## config.mk

```make
export PLATFORM = sky130hd
export DESIGN_NAME = fpu_addsub_ctrl
export DESIGN_NICKNAME = d
export VERILOG_FILES = /design/src/rtl/fpu_addsub_ctrl.sv
export SDC_FILE = /design/constraint.sdc
export NUM_CORES = 1
export LEC_CHECK = 0
export CORE_ASPECT_RATIO = 0.5
export CORE_UTILIZATION = 45
export CTS_CLUSTER_DIAMETER = 80
export CTS_CLUSTER_SIZE = 25
export DETAILED_ROUTE_END_ITERATION = 6
export GPL_TIMING_DRIVEN = 0
export MAX_ROUTING_LAYER = met4
export PLACE_DENSITY = 0.72
export SLEW_MARGIN = 20
export SYNTH_ARGS = -nofsm -noshare
export SYNTH_HDL_FRONTEND = slang
export SYNTH_SLANG_ARGS = --single-unit
```

## constraint.sdc

```tcl
create_clock -name i_clk -period 4.55 [get_ports i_clk]
set_clock_uncertainty 0.1 [all_clocks]
set_input_delay 0.91 -clock i_clk [delete_from_list [all_inputs] [get_ports i_clk]]
set_output_delay 0.91 -clock i_clk [all_outputs]
set_load 0.01 [all_outputs]
```

## src/rtl/fpu_addsub_ctrl.sv

```systemverilog
// Sequencing FSM for the multi-cycle FP32 add/sub datapath: special-case bypass, align/add/normalize/round strobes.
// Define FPU_FTZ_EN to flush denormal inputs and denormal results to zero.
module fpu_addsub_ctrl #(
  parameter int ALIGN_MAX = 26,
  parameter int NORM_MAX  = 24
) (
  input  logic        i_clk,
  input  logic        i_rst_n,
  input  logic        i_valid,
  output logic        o_ready,
  input  logic        i_add_sub,
  input  logic        i_sign_a,
  input  logic        i_sign_b,
  input  logic [7:0]  i_exp_a,
  input  logic [7:0]  i_exp_b,
  input  logic [23:0] i_man_a,
  input  logic [23:0] i_man_b,
  input  logic        i_carry,
  input  logic        i_norm_msb,
  input  logic        i_man_zero,
  input  logic        i_exp_min,
  input  logic        i_round_ovf,
  output logic        o_ld_op,
  output logic        o_align_en,
  output logic        o_add_en,
  output logic        o_norm_rshift,
  output logic        o_norm_lshift,
  output logic        o_round_en,
  output logic [1:0]  o_sel_sign,
  output logic [1:0]  o_sel_exp,
  output logic [1:0]  o_sel_man,
  output logic        o_valid,
  input  logic        i_ready
);

  localparam int AW = $clog2(ALIGN_MAX + 2);
  localparam int NW = $clog2(NORM_MAX + 2);

  localparam logic [1:0] SEL_NORM = 2'b00;
  localparam logic [1:0] SEL_ZERO = 2'b01;
  localparam logic [1:0] SEL_ONE  = 2'b10;

  typedef enum logic [2:0] {
    S_IDLE, S_CLASSIFY, S_ALIGN, S_ADD, S_NORM, S_ROUND, S_POSTNORM, S_DONE
  } state_t;

  state_t        r_state;
  logic [7:0]    r_expA, r_expB;
  logic [23:0]   r_manA, r_manB;
  logic          r_effSub;
  logic [AW-1:0] r_alignCnt;
  logic [NW-1:0] r_lCnt;
  logic [1:0]    r_selSign, r_selExp, r_selMan;

  logic          w_accept;
  logic          w_nanA, w_nanB, w_infA, w_infB, w_zeroA, w_zeroB;
  logic [7:0]    w_expAdjA, w_expAdjB, w_diff;
  logic [AW-1:0] w_alignLoad;
  logic          w_normFirst, w_lshiftOk, w_normCarry, w_normZero, w_normShift, w_ftzFlush;

  assign w_accept = i_valid && (r_state == S_IDLE);

  assign w_nanA = (r_expA == 8'hFF) && (r_manA[22:0] != 23'd0);
  assign w_nanB = (r_expB == 8'hFF) && (r_manB[22:0] != 23'd0);
  assign w_infA = (r_expA == 8'hFF) && (r_manA[22:0] == 23'd0);
  assign w_infB = (r_expB == 8'hFF) && (r_manB[22:0] == 23'd0);

`ifdef FPU_FTZ_EN
  assign w_zeroA    = (r_expA == 8'h00);
  assign w_zeroB    = (r_expB == 8'h00);
  assign w_ftzFlush = !i_norm_msb && i_exp_min;
`else
  assign w_zeroA    = (r_expA == 8'h00) && (r_manA == 24'd0);
  assign w_zeroB    = (r_expB == 8'h00) && (r_manB == 24'd0);
  assign w_ftzFlush = 1'b0;
`endif

  // Denormals share the exponent of the smallest normal when aligning.
  assign w_expAdjA   = (r_expA == 8'h00) ? 8'd1 : r_expA;
  assign w_expAdjB   = (r_expB == 8'h00) ? 8'd1 : r_expB;
  assign w_diff      = (w_expAdjA >= w_expAdjB) ? (w_expAdjA - w_expAdjB) : (w_expAdjB - w_expAdjA);
  assign w_alignLoad = (int'(w_diff) > ALIGN_MAX) ? AW'(ALIGN_MAX) : AW'(w_diff);

  // The first NORM cycle is recognised by a zero shift count; later cycles only run the left-shift loop.
  assign w_normFirst = (r_lCnt == '0);
  assign w_lshiftOk  = !i_norm_msb && !i_exp_min && (int'(r_lCnt) < NORM_MAX);
  assign w_normCarry = (r_state == S_NORM) && w_normFirst && i_carry;
  assign w_normZero  = (r_state == S_NORM) && w_normFirst && !i_carry && i_man_zero;
  assign w_normShift = (r_state == S_NORM) && !w_normCarry && !w_normZero && w_lshiftOk;

  assign o_ready       = (r_state == S_IDLE);
  assign o_ld_op       = w_accept;
  assign o_align_en    = (r_state == S_ALIGN);
  assign o_add_en      = (r_state == S_ADD);
  assign o_norm_rshift = w_normCarry || (r_state == S_POSTNORM);
  assign o_norm_lshift = w_normShift;
  assign o_round_en    = (r_state == S_ROUND);
  assign o_valid       = (r_state == S_DONE);
  assign o_sel_sign    = r_selSign;
  assign o_sel_exp     = r_selExp;
  assign o_sel_man     = r_selMan;

  // Select codes sit at NORM outside DONE, so paths that finish with all-NORM need not touch them.
  always_ff @(posedge i_clk or negedge i_rst_n) begin
    if (!i_rst_n) begin
      r_state    <= S_IDLE;
      r_expA     <= '0;
      r_expB     <= '0;
      r_manA     <= '0;
      r_manB     <= '0;
      r_effSub   <= 1'b0;
      r_alignCnt <= '0;
      r_lCnt     <= '0;
      r_selSign  <= SEL_NORM;
      r_selExp   <= SEL_NORM;
      r_selMan   <= SEL_NORM;
    end else begin
      case (r_state)
        S_IDLE: begin
          if (i_valid) begin
            r_expA   <= i_exp_a;
            r_expB   <= i_exp_b;
            r_manA   <= i_man_a;
            r_manB   <= i_man_b;
            r_effSub <= i_add_sub ^ i_sign_a ^ i_sign_b;
            r_lCnt   <= '0;
            r_state  <= S_CLASSIFY;
          end
        end
        S_CLASSIFY: begin
          if (w_nanA || w_nanB || (w_infA && w_infB && r_effSub)) begin
            r_selSign <= SEL_ZERO;
            r_selExp  <= SEL_ONE;
            r_selMan  <= SEL_ONE;
            r_state   <= S_DONE;
          end else if (w_infA || w_infB) begin
            r_selSign <= SEL_NORM;
            r_selExp  <= SEL_ONE;
            r_selMan  <= SEL_ZERO;
            r_state   <= S_DONE;
          end else if (w_zeroA && w_zeroB) begin
            r_selSign <= SEL_NORM;
            r_selExp  <= SEL_ZERO;
            r_selMan  <= SEL_ZERO;
            r_state   <= S_DONE;
          end else if (w_zeroA || w_zeroB) begin
            r_selSign <= SEL_NORM;
            r_selExp  <= SEL_NORM;
            r_selMan  <= SEL_NORM;
            r_state   <= S_DONE;
          end else begin
            r_alignCnt <= w_alignLoad;
            r_state    <= (w_alignLoad != '0) ? S_ALIGN : S_ADD;
          end
        end
        S_ALIGN: begin
          if (r_alignCnt <= AW'(1)) begin
            r_state <= S_ADD;
          end else begin
            r_alignCnt <= r_alignCnt - 1'b1;
          end
        end
        S_ADD: begin
          r_state <= S_NORM;
        end
        S_NORM: begin
          if (w_normCarry) begin
            r_state <= S_ROUND;
          end else if (w_normZero) begin
            r_selSign <= SEL_NORM;
            r_selExp  <= SEL_ZERO;
            r_selMan  <= SEL_ZERO;
            r_state   <= S_DONE;
          end else if (w_normShift) begin
            r_lCnt <= r_lCnt + 1'b1;
          end else if (w_ftzFlush) begin
            r_selSign <= SEL_NORM;
            r_selExp  <= SEL_ZERO;
            r_selMan  <= SEL_ZERO;
            r_state   <= S_DONE;
          end else begin
            r_state <= S_ROUND;
          end
        end
        S_ROUND: begin
          r_state <= i_round_ovf ? S_POSTNORM : S_DONE;
        end
        S_POSTNORM: begin
          r_state <= S_DONE;
        end
        S_DONE: begin
          if (i_ready) begin
            r_selSign <= SEL_NORM;
            r_selExp  <= SEL_NORM;
            r_selMan  <= SEL_NORM;
            r_state   <= S_IDLE;
          end
        end
        default: begin
          r_state <= S_IDLE;
        end
      endcase
    end
  end

endmodule

```

==> results_dict.tcl, run 1 <==
set metrics [dict create \
    hp-class "in2async" \
    post_cts_resized 0 \
    status "completed" \
    dp_hpwl_um 7630 \
    n_antenna_cell 0 \
    ios 90 \
    ctsLongestPathBuffers 2 \
    clkPwrFrac_pct 17.6 \
    cp-end-kind "output pin" \
    worstMarginPinSlew_ps 691 \
    path_delay_family "buffers and inverters" \
    dr_total_vias 3618 \
    die_h_um 72.8 \
    overflow 0 \
    rsz0062_at_grt "no" \
    fmax_mhz 249 \
    path_class "in2out" \
    nets 637 \
    internal-power_mw 2.50 \
    finalPower_mw 4.19 \
    routed_wl_um 10000 \
    critPathSlowestCell "clkdlybuf4s50_1" \
    reg2reg_depth 14 \
    root_buffer "clkbuf_16" \
    relSlewSlack_pct 53.3 \
    grt_max_degree 58 \
    critPathBufInv 4 \
    final_cell_mix "87 x clkdlybuf4s50_1, 82 x dfrtp_1, 53 x mux2_2, 35 x nand2_1, 33 x o21ai_0" \
    holdWs_ps 373 \
    fillers 784 \
    clkTransAtPathRegs_ps 60 \
    ys_seq_area_share_pct 45.5 \
    power_density_nw_per_um2 712 \
    grt_pass1_wl_um 17000 \
    drv_slew 0 \
    power_frac_comb_pct 51.8 \
    crit_arrival_ps 3000 \
    cts_hold_buf 0 \
    switchingPower_mw 1.69 \
    gp_congestion 0.895 \
    fin_crit_ps 4010 \
    design.core.area_um2 9600 \
    final_common_cell "clkdlybuf4s50_1" \
    leakage_nw 2.53 \
    start_kind "input pin" \
    drt_iter0_markers 180 \
    synth_area_um2 4510 \
    ys_ff_latch 82 \
    synthDistinctLibCells 61 \
    dieArea_um2 10500 \
    hold_viol 0 \
    cts.sinks 82 \
    initial_utilization_pct 47.0 \
    cts_setup_buffers 0 \
    antenna_found_initial 0 \
    cts-buffers-inserted 9 \
    routedWlPerCell_um 14.8 \
    die_x_um 144 \
    required_ps 3540 \
    syn_avg_cell_area_um2 10.3 \
    syn_nets 537 \
    drive_gt1_share_pct 16.1 \
    place.port_buffers 88 \
    viasPerCell 5.32 \
    maxCapViolCount 0 \
    yosys_warnings 0 \
    grt_usage_pct 21.6 \
    max_stage_delay_ps 620 \
    p_sw_share_pct 40.3 \
    tritoncts "done" \
    p_seq_share_pct 30.6 \
    ant_nets 0 \
    synthArstFlopShare_pct 100 \
    htree_levels 3 \
    fin_crit_sh_pct 88.1 \
    synthFlopType "dfrtp_1" \
    synthCells 440 \
    firstDrtPassIters 5 \
    crit_chain "clkdlybuf4s50_1 > and2_1 > clkbuf_1 > clkbuf_1 > clkdlybuf4s50_1" \
    crit_fanout 10 \
    insertion_delay_ps 340 \
    cp.depth 5 \
    area_growth_pct 30.5 \
    vdd_ir_drop_max_uv 323 \
    synth_enable_flop_cells 0 \
    fin_util_pct 61.3 \
    final-setup-viol-count 0 \
    grt_pass1_vias 3441 \
    fp-row-count 25 \
    drc 0 \
]
[synthesized netlist by cell type (all sizes together), types with 3 or more instances]
cell | n | area share (%)
a211oi | 3 | 0.50
a21oi | 19 | 2.2
and2 | 4 | 0.55
and3 | 3 | 0.44
and3b | 3 | 0.58
buf | 6 | 1.1
clkbuf | 26 | 2.2
dfrtp | 82 | 45
ha | 19 | 5.3
inv | 29 | 2.4
mux2 | 53 | 13
mux2i | 4 | 0.89
nand2 | 35 | 2.9
nand2b | 3 | 0.42
nand3 | 7 | 0.78
nand4 | 13 | 1.8
nor2 | 19 | 1.6
nor3 | 9 | 1.0
nor4 | 17 | 2.4
o21a | 4 | 0.67
o21ai | 34 | 3.9
xnor2 | 4 | 0.78
xor2 | 4 | 0.78
[final timing paths]
kind	endpoint	slack, ps	start
worst max-delay path	o_ld_op	540	i_valid
worst min-delay path	r_manB[19]	370	i_rst_n
worst max register to register	r_alignCnt[1]	860	r_expB[4]
worst min register to register	r_manA[16]	410	r_manA[16]
max in group asynchronous	r_expB[4]	3380	i_rst_n
min in group i_clk	r_manA[16]	410	r_manA[16]
[layout make-up]
type	instances	area (um2)	area share, %
multi-input combinational	297	2200	37.4
sequential	82	2050	34.8
timing repair buffer	89	906	15.4
clock buffer	10	229	3.89
tap	135	169	2.87
buffer	32	148	2.51
inverter	29	109	1.85
clock inverter	6	73.8	1.25
[layer usage]
metal,track usage [%],up-vias,share of wire [%]
met4,4.96,0,0.85
met2,33.8,83,47
met3,4.33,10,3.8
met5,-,-,0
li1,-,1762,-
met1,29.1,1763,49
[cell families after synthesis]
| group | count (synthesis) | share of synthesized area, % |
|---|---|---|
| compound gates | 84 | 12.2 |
| buf+inv | 61 | 5.68 |
| mux | 57 | 14.1 |
| other cells | 1 | 0.0831 |
| flops | 82 | 45.5 |
| fa+ha+maj | 21 | 6.16 |
| simple gates | 126 | 14.8 |
| xor+xnor | 8 | 1.55 |
[registers in the layout, summed over array words and instances, names as in the netlist]
name and flops:
r_manA 24, r_manB 24, r_expA 8, r_expB 8, r_alignCnt 5, r_lCnt 5, r_state 3, o_sel_exp 2
o_sel_man 1, o_sel_sign 1, r_effSub 1
[through the flow]
stage / setup TNS [ps] / instance area [um2] / setup slack, ps / cells
2_1_floorplan: 0 / 4510 / 1350 / 440
3_3_place_gp: -38060 / 5560 / -471 / 663
3_5_place_dp: 0 / 5590 / 518 / 664
4_1_cts: 0 / 5890 / 498 / 680
5_1_grt: 0 / 5890 / 390 / 680
6_report: 0 / 5890 / 540 / 680
[power groups by stage]
stage	sequential (mW)	combinational (mW)	clock [mW]
2_1_floorplan	1.23	1.63	0
3_3_place_gp	1.28	2.10	0
3_5_place_dp	1.29	2.15	0
4_1_cts	1.28	2.16	0.754
5_1_grt	1.33	2.42	0.790
6_report	1.28	2.17	0.740
Note: power is estimated with default switching activity, not from simulation.
==> inputs of run 2 (changes only) <==
Settings changed: CORE_MARGIN from default to 2.
==> run 2 against run 1 <==
Effect of this change:
- maximum frequency up 0.47%
- sequential power about the same
- die area up 4.2%
- largest power group unchanged
==> results_dict.tcl, run 2 (synthesized netlist as in run 1, its figures left out) <==
set metrics [dict create \
    ctsLongestPathBuffers 2 \
    met1_length_um 4960 \
    dr_total_vias 3590 \
    routedWlPerCell_um 14.9 \
    power_density_nw_per_um2 708 \
    r2r-start "r_expB[4]" \
    vdd_ir_drop_max_uv 266 \
    cp-end-kind "output pin" \
    dr.max_layer_used "met4" \
    path_class "in2out" \
    finalPower_mw 4.17 \
    final_area_um2 5890 \
    cts-buffers-inserted 9 \
    initial_utilization_pct 47.0 \
    drv_slew 0 \
    fin_crit_ps 3990 \
    crit_fanout 10 \
    hp-class "in2async" \
    drt_iter0_markers 171 \
    fp-row-count 25 \
    tritoncts "done" \
    regArea_um2 2050 \
    root_buffer "clkbuf_16" \
    r2r_end "r_alignCnt[1]" \
    die_x_um 146 \
    n_antenna_cell 0 \
    maxCapViolCount 0 \
    reg2reg_depth 14 \
    relSlewSlack_pct 53.1 \
    hold_viol 0 \
    wl_met3_um 274 \
    insertion_delay_ps 340 \
    gp_congestion 0.918 \
    die_h_um 74.8 \
    firstDrtPassIters 4 \
    dieArea_um2 10900 \
    reg_top3 "r_manA x24, r_manB x24" \
    drive_gt1_share_pct 16.1 \
    grt_usage_pct 20.2 \
    route.met2.wl_um 4820 \
    r2r_slack_ps 890 \
    cts.sinks 82 \
    required_ps 3540 \
    dp_hpwl_um 7820 \
    multiInputGateArea_um2 2200 \
    endpoint "o_ld_op" \
    ios 90 \
    fillers 843 \
    grt_max_degree 52 \
    overflow 0 \
    final_cell_mix "87 x clkdlybuf4s50_1, 82 x dfrtp_1, 53 x mux2_2, 35 x nand2_1, 33 x o21ai_0" \
    crit_arrival_ps 2980 \
    drc 0 \
    clkTransAtPathRegs_ps 60 \
    area_growth_pct 30.6 \
    place.port_buffers 88 \
    cts_hold_buf 0 \
    start_kind "input pin" \
    nets 637 \
    design.core.area_um2 9600 \
    final-setup-viol-count 0 \
    cp-startpoint "i_valid" \
    fin_crit_sh_pct 87.7 \
    placed_area_um2 5590 \
    worstMarginPinSlew_ps 703 \
    leakage_nw 2.54 \
    htree_levels 3 \
    ant_nets 0 \
    post_cts_resized 0 \
    fmax_mhz 251 \
    final_common_cell "clkdlybuf4s50_1" \
    grt_pass1_vias 3437 \
    antenna_found_initial 0 \
    rsz0062_at_grt "no" \
    status "completed" \
    routed_wl_um 10100 \
    cts_setup_buffers 0 \
    grt_pass1_wl_um 16800 \
    viasPerCell 5.28 \
]
run 2: cell count changes in the layout (fill, tap and decap cells not counted), sizes merged:
| cell | delta |
|---|---|
| clkinv | +3 |
| clkinvlp | -2 |
| inv | -2 |
| clkbuf | +1 |
run 2: worst min-delay path by stage:
| stage | startpoint | end |
|---|---|---|
| detailed placement | r_manB[16] | r_manB[16] |
| finish | i_rst_n | r_manB[19] |
| global placement | o_sel_exp[0] | o_sel_exp[0] |
| CTS | r_manA[16] | r_manA[16] |
| floorplan | r_effSub | r_effSub |
| global route | i_rst_n | r_manB[19] |
run 2: worst max-delay path, cell delays in order:
cell,delay [ps]
clkdlybuf4s50_1,470
and2_1,160
clkbuf_1,410
clkbuf_1,400
clkdlybuf4s50_1,620
run 2: power breakdown:
group	leakage, nW	total [mW]	switching, mW	internal (mW)
Combinational	1.36	2.16	1.14	1.02
Sequential	1.03	1.28	0.228	1.05
Clock	0.150	0.732	0.289	0.443
Total	2.54	4.17	1.66	2.51
run 2: layer usage:
metal	track usage, %	up-vias
met3	4.42	7
met4	4.25	0
met5	-	-
met2	33.2	65
li1	-	1770
met1	26.2	1748
run 2: cell type report:
class	instances	share of cell area, %
multi-input cells	297	37.4
well taps	135	2.87
flip-flops and latches	82	34.8
clock buffers	11	4.12
clock inverters	5	1.04
repair buffers	89	15.4
plain buffers	32	2.51
inverters	29	1.85
run 2: metrics by stage:
step	TNS (ps)	cells	hold WS [ps]	util, %	setup WS, ps
floorplan	0	440	381	-	1350
global placement	-38670	663	384	57.9	-479
detailed placement	0	664	396	58.2	554
CTS	0	680	411	61.3	547
global route	0	680	426	61.3	433
finish	0	680	405	61.3	558
